--- src/rtl/fpu_seq_ctrl.sv ---
// Sequencer between the pipeline and a multi-cycle FPALU: queues requests, issues one operation
// at a time, waits for completion with a timeout and returns registered results.
module fpu_seq_ctrl #(
    parameter int unsigned TIMEOUT     = 24,
    parameter int unsigned QUEUE_DEPTH = 2
) (
    input  logic        iclock,
    input  logic        ireset,

    input  logic        ireq,
    input  logic [4:0]  iop,
    input  logic [31:0] idataa,
    input  logic [31:0] idatab,
    output logic        oaccept,
    output logic        ostall,

    output logic        ofpu_start,
    output logic [4:0]  ofpu_control,
    output logic [31:0] ofpu_dataa,
    output logic [31:0] ofpu_datab,
    input  logic        ifpu_ready,
    input  logic [31:0] ifpu_result,
    input  logic [3:0]  ifpu_flags,

    output logic        odone,
    output logic [31:0] oresult,
    output logic [3:0]  oflags,
    output logic        otimeout
);

    localparam int unsigned PW  = (QUEUE_DEPTH > 1) ? $clog2(QUEUE_DEPTH) : 1;
    localparam int unsigned CNW = $clog2(QUEUE_DEPTH + 1);
    localparam int unsigned TW  = $clog2(TIMEOUT + 1);
    localparam int unsigned EW  = 5 + 32 + 32;

    localparam logic [PW-1:0]  PTR_LAST   = PW'(QUEUE_DEPTH - 1);
    localparam logic [CNW-1:0] COUNT_FULL = CNW'(QUEUE_DEPTH);
    localparam logic [TW-1:0]  CNT_MAX    = TW'(TIMEOUT);
    localparam logic [TW-1:0]  CNT_LAST   = TW'(TIMEOUT - 1);

    typedef enum logic [1:0] {
        StIdle,
        StStart,
        StWait,
        StDone
    } state_e;

    state_e         state_q;
    logic [TW-1:0]  cnt_q;

    logic [EW-1:0]  q_mem [QUEUE_DEPTH];
    logic [PW-1:0]  wr_ptr_q;
    logic [PW-1:0]  rd_ptr_q;
    logic [CNW-1:0] count_q;
    logic [CNW-1:0] count_d;

    logic           push;
    logic           pop;
    logic [EW-1:0]  head;

    assign oaccept = (count_q != COUNT_FULL);
    assign ostall  = (state_q != StIdle) || (count_q != '0);

    assign push = ireq && oaccept;
    // The head is only consumed on the way into START, from IDLE or straight out of DONE.
    assign pop  = ((state_q == StIdle) || (state_q == StDone)) && (count_q != '0);
    assign head = q_mem[rd_ptr_q];

    always_comb begin
        count_d = count_q;
        unique case ({push, pop})
            2'b10:   count_d = count_q + 1'b1;
            2'b01:   count_d = count_q - 1'b1;
            default: count_d = count_q;
        endcase
    end

    always_ff @(posedge iclock) begin
        if (push) begin
            q_mem[wr_ptr_q] <= {iop, idataa, idatab};
        end
    end

    always_ff @(posedge iclock or posedge ireset) begin
        if (ireset) begin
            wr_ptr_q <= '0;
            rd_ptr_q <= '0;
            count_q  <= '0;
        end else begin
            if (push) begin
                wr_ptr_q <= (wr_ptr_q == PTR_LAST) ? '0 : wr_ptr_q + 1'b1;
            end
            if (pop) begin
                rd_ptr_q <= (rd_ptr_q == PTR_LAST) ? '0 : rd_ptr_q + 1'b1;
            end
            count_q <= count_d;
        end
    end

    always_ff @(posedge iclock or posedge ireset) begin
        if (ireset) begin
            state_q      <= StIdle;
            cnt_q        <= '0;
            ofpu_start   <= 1'b0;
            ofpu_control <= '0;
            ofpu_dataa   <= '0;
            ofpu_datab   <= '0;
            odone        <= 1'b0;
            otimeout     <= 1'b0;
            oresult      <= '0;
            oflags       <= '0;
        end else begin
            ofpu_start <= 1'b0;
            odone      <= 1'b0;
            otimeout   <= 1'b0;
            unique case (state_q)
                StIdle: begin
                    if (pop) begin
                        {ofpu_control, ofpu_dataa, ofpu_datab} <= head;
                        ofpu_start <= 1'b1;
                        state_q    <= StStart;
                    end
                end
                StStart: begin
                    cnt_q   <= '0;
                    state_q <= StWait;
                end
                StWait: begin
                    if (cnt_q != CNT_MAX) begin
                        cnt_q <= cnt_q + 1'b1;
                    end
                    // Ready wins over a timeout landing on the same cycle.
                    if (ifpu_ready) begin
                        oresult <= ifpu_result;
                        oflags  <= ifpu_flags;
                        odone   <= 1'b1;
                        state_q <= StDone;
                    end else if ((cnt_q == CNT_LAST) || (cnt_q == CNT_MAX)) begin
                        oresult  <= '0;
                        oflags   <= '0;
                        odone    <= 1'b1;
                        otimeout <= 1'b1;
                        state_q  <= StDone;
                    end
                end
                StDone: begin
                    if (pop) begin
                        {ofpu_control, ofpu_dataa, ofpu_datab} <= head;
                        ofpu_start <= 1'b1;
                        state_q    <= StStart;
                    end else begin
                        state_q <= StIdle;
                    end
                end
                default: state_q <= StIdle;
            endcase
        end
    end

endmodule
--- config.mk ---
export PLATFORM = sky130hd
export DESIGN_NAME = fpu_seq_ctrl
export DESIGN_NICKNAME = d
export VERILOG_FILES = /design/src/rtl/fpu_seq_ctrl.sv
export SDC_FILE = /design/constraint.sdc
export NUM_CORES = 1
export LEC_CHECK = 0
export ABC_CLOCK_PERIOD_IN_PS = 4600
export CAP_MARGIN = 10
export CELL_PAD_IN_SITES_DETAIL_PLACEMENT = 0
export CELL_PAD_IN_SITES_GLOBAL_PLACEMENT = 1
export CORE_MARGIN = 3
export CORE_UTILIZATION = 37
export CTS_CLUSTER_DIAMETER = 150
export DETAILED_ROUTE_END_ITERATION = 6
export PLACE_DENSITY = 0.76
export SLEW_MARGIN = 20
export SYNTH_ARGS = -nofsm -noshare
export SYNTH_HDL_FRONTEND = slang
export SYNTH_SLANG_ARGS = --single-unit
--- constraint.sdc ---
create_clock -name iclock -period 4.6 [get_ports iclock]
set_input_delay 1.38 -clock iclock [delete_from_list [all_inputs] [get_ports iclock]]
set_output_delay 1.38 -clock iclock [all_outputs]
set_load 0.05 [all_outputs]
==> results.json <==
{
  "worst_pin_slew_ns": 1.03,
  "cts_made_buffers": 28,
  "syn_area_um2": 9330,
  "avgSynthCellArea_um2": 15.8,
  "cts_num_sinks": 257,
  "min_from": "ofpu_dataa[28]$_DFFE_PP0P_",
  "grt_overflow": 0,
  "antenna_left": 0,
  "gp_congestion": 0.700,
  "grt_pass1_wl_um": 30900,
  "setup_tns_ns": 0,
  "start_kind": "flip-flop",
  "cp-startpoint": "state_q[0]$_DFFE_PP0P_",
  "routedWlPerCell_um": 16.9,
  "p_leak_uw": 0.00509,
  "htree_levels": 1,
  "grt_pass1_vias": 5724,
  "fin_ws_ns": 1.07,
  "vias_per_cell": 4.69,
  "hold_viol_final": 0,
  "dr.pass1.iters": 4,
  "min_period_over_period": 0.768,
  "cts_tree": "yes",
  "grt_use_total": 0.144,
  "required_ns": 3.22,
  "dpl_cell_area_um2": 11900,
  "reg2reg_to": "count_q[1]$_DFFE_PP0P_",
  "routed_wirelength_um": 19700,
  "criticalPathCategory": "reg -> out",
  "core_region_area_um2": 24500,
  "synth_area_leaders": "edfxtp_1 (44%), dfrtp_1 (32%), mux2i_1 (7.6%), o21ai_0 (3.8%), a22o_1 (3.4%)",
  "whs_path_depth": 2,
  "ys_warn_count": 0,
  "synth_nets": 708,
  "slew_violations": 0,
  "worstPathArrival_ns": 2.15,
  "clock.fmax_ghz": 0.283,
  "io_pins": 219,
  "skew_ns": 0.00705,
  "vias": 5454,
  "drive_gt1_frac": 0.0739,
  "synth_edf_count": 138,
  "async_flop_share": 0.463,
  "drt_iter0_drc": 392,
  "yosys.area.top_type_share": 0.444,
  "io_buffers": 218,
  "hpwlAfterDp_um": 12600,
  "final_area_um2": 12800,
  "fill_cells": 2079,
  "antenna_cells": 0,
  "yosysUniqueCellTypes": 31,
  "cp_max_fo": 6,
  "placementRows": 57,
  "setup_viol_count_final": 0,
  "drc_errors": 0,
  "reg2reg_slack_ns": 2.24,
  "seq_area_frac_synth": 0.763,
  "synth_top_area_cell": "edfxtp_1",
  "antenna_found_initial": 1,
  "status": "finished clean",
  "synth_seq_cells": 257,
  "power_density_nw_per_um2": 815,
  "end_kind": "output port",
  "floorplan.initialDensity": 0.380,
  "grt_max_degree": 76,
  "post_cts_buffers": 0,
  "post_cts_resized": 0,
  "syn_inst": 591,
  "path_clk_slew_ns": 0.06,
  "die_h_um": 165,
  "dieArea_um2": 27200,
  "hold_path_end": "ofpu_dataa[28]$_DFFE_PP0P_",
  "clock_path_buffers": 3,
  "cts_root_buf": "clkbuf_16",
  "area_growth_pct": 36.8,
  "yosys_most_used_dff": "edfxtp_1",
  "reg2reg_from": "state_q[0]$_DFFE_PP0P_",
  "clk-insertion-delay-late_ns": 0.53,
  "vdd_ir_drop_max_mv": 0.523,
  "preCtsSetupSlack_ns": 1.38,
  "nNetsFinal": 934,
  "die_x_um": 165,
  "slew_headroom": 0.313,
  "max_cap_violations": 0,
  "hold_class": "reg -> reg",
  "hold_buffers": 0,
  "r2r_cells": 9,
  "period_needed_ns": 3.53,
  "rsz0062_at_grt": "false"
}
stage by stage:
| step | total power [uW] | hold slack, ns | util | cells |
|---|---|---|---|---|
| after floorplan | 6870 | 0.479 | - | 591 |
| after global placement | 8320 | 0.460 | 0.484 | 1111 |
| after detailed placement | 8410 | 0.469 | 0.484 | 1111 |
| after CTS | 10600 | 0.482 | 0.520 | 1163 |
| after global routing | 11100 | 0.497 | 0.520 | 1163 |
| final | 10400 | 0.475 | 0.520 | 1163 |
cells by family (layout without fill, tap and decap cells):
family | after synthesis | count (layout) | share of synthesized area
XOR/XNOR | 7 | 7 | 0.00657
adder cells (fa/ha/maj) | 8 | 8 | 0.0107
buffers and inverters | 41 | 289 | 0.0219
multiplexers | 73 | 73 | 0.0786
flip-flops | 257 | 257 | 0.763
AO/OA/AOI/OAI | 113 | 113 | 0.0778
AND/OR/NAND/NOR | 92 | 92 | 0.0414
metal layers:
metal  vias up  global-route usage  part of all wire
li1       2610                   -                 -
met5         -                   0           0.00092
met3        30              0.0494             0.095
met4         2              0.0339             0.018
met2       177               0.240              0.47
met1      2635               0.183              0.42
cell type report:
class | count | area [um^2] | area share
Inverter | 11 | 43.8 | 0.00343
Clock buffer | 38 | 800 | 0.0626
Clock inverter | 14 | 95.1 | 0.00745
Tap cell | 324 | 405 | 0.0318
Multi-Input combinational cell | 293 | 2030 | 0.159
Sequential cell | 257 | 7130 | 0.558
Timing Repair Buffer | 226 | 2270 | 0.178
layout by cell type (no fill, tap or decap), types with 2 or more instances in the layout:
cell,n
clkinvlp_4,2
mux2i_1,71
clkinv_1,4
clkbuf_1,5
clkdlybuf4s50_1,218
inv_1,9
dfrtp_1,118
clkinv_2,7
ha_1,8
clkbuf_8,4
nand2_1,77
xor2_1,3
xnor2_1,4
clkbuf_16,29
nor2_1,2
a22o_1,36
nand3_1,2
buf_12,2
nand4b_1,2
nand2b_1,2
edfxtp_1,138
o21ai_0,70
buf_4,6
mux2_2,2
flip-flops by register name (all words and copies together) (netlist names):
signal,count
cnt_q,5
count_q,2
odone,1
oflags,4
ofpu_control,5
ofpu_dataa,32
ofpu_datab,32
ofpu_start,1
oresult,32
otimeout,1
q_mem,138
rd_ptr_q,1
state_q,2
wr_ptr_q,1
synth_stat cells, drive strengths merged (2+ instances only):
| cell | instances |
|---|---|
| nand2 | 77 |
| nand2b | 2 |
| nor2 | 4 |
| buf | 20 |
| clkbuf | 10 |
| mux2i | 71 |
| nand3 | 2 |
| dfrtp | 119 |
| nand4b | 3 |
| xnor2 | 4 |
| inv | 11 |
| edfxtp | 138 |
| and3 | 2 |
| a31o | 2 |
| xor2 | 3 |
| ha | 8 |
| a22o | 36 |
| o21ai | 70 |
| mux2 | 2 |
where the power goes:
part / total [uW] / switching [uW] / leakage [uW] / internal (uW)
logic: 4500 / 2940 / 0.00189 / 1560
clock network: 2140 / 869 / 0.000440 / 1270
registers: 3770 / 468 / 0.00276 / 3300
worst max path at each step:
stage / end / depth (start not counted) / slack (ns)
after floorplan: cnt_q[0]$_DFFE_PP0P_ / 1 / 0.06
after global placement: q_mem[1][32]$_DFFE_PP_ / 2 / 1.39
after detailed placement: q_mem[1][32]$_DFFE_PP_ / 2 / 1.38
after CTS: ostall / 4 / 1.03
after global routing: ostall / 4 / 0.93
final: ostall / 4 / 1.07
worst max-delay path: stages (launching register included):
cell and delay [ns]:
dfrtp_1 0.42, inv_1 0.10, ha_1 0.22, nand2_1 0.06, clkdlybuf4s50_1 0.82
(Power assumes the default switching activity.)
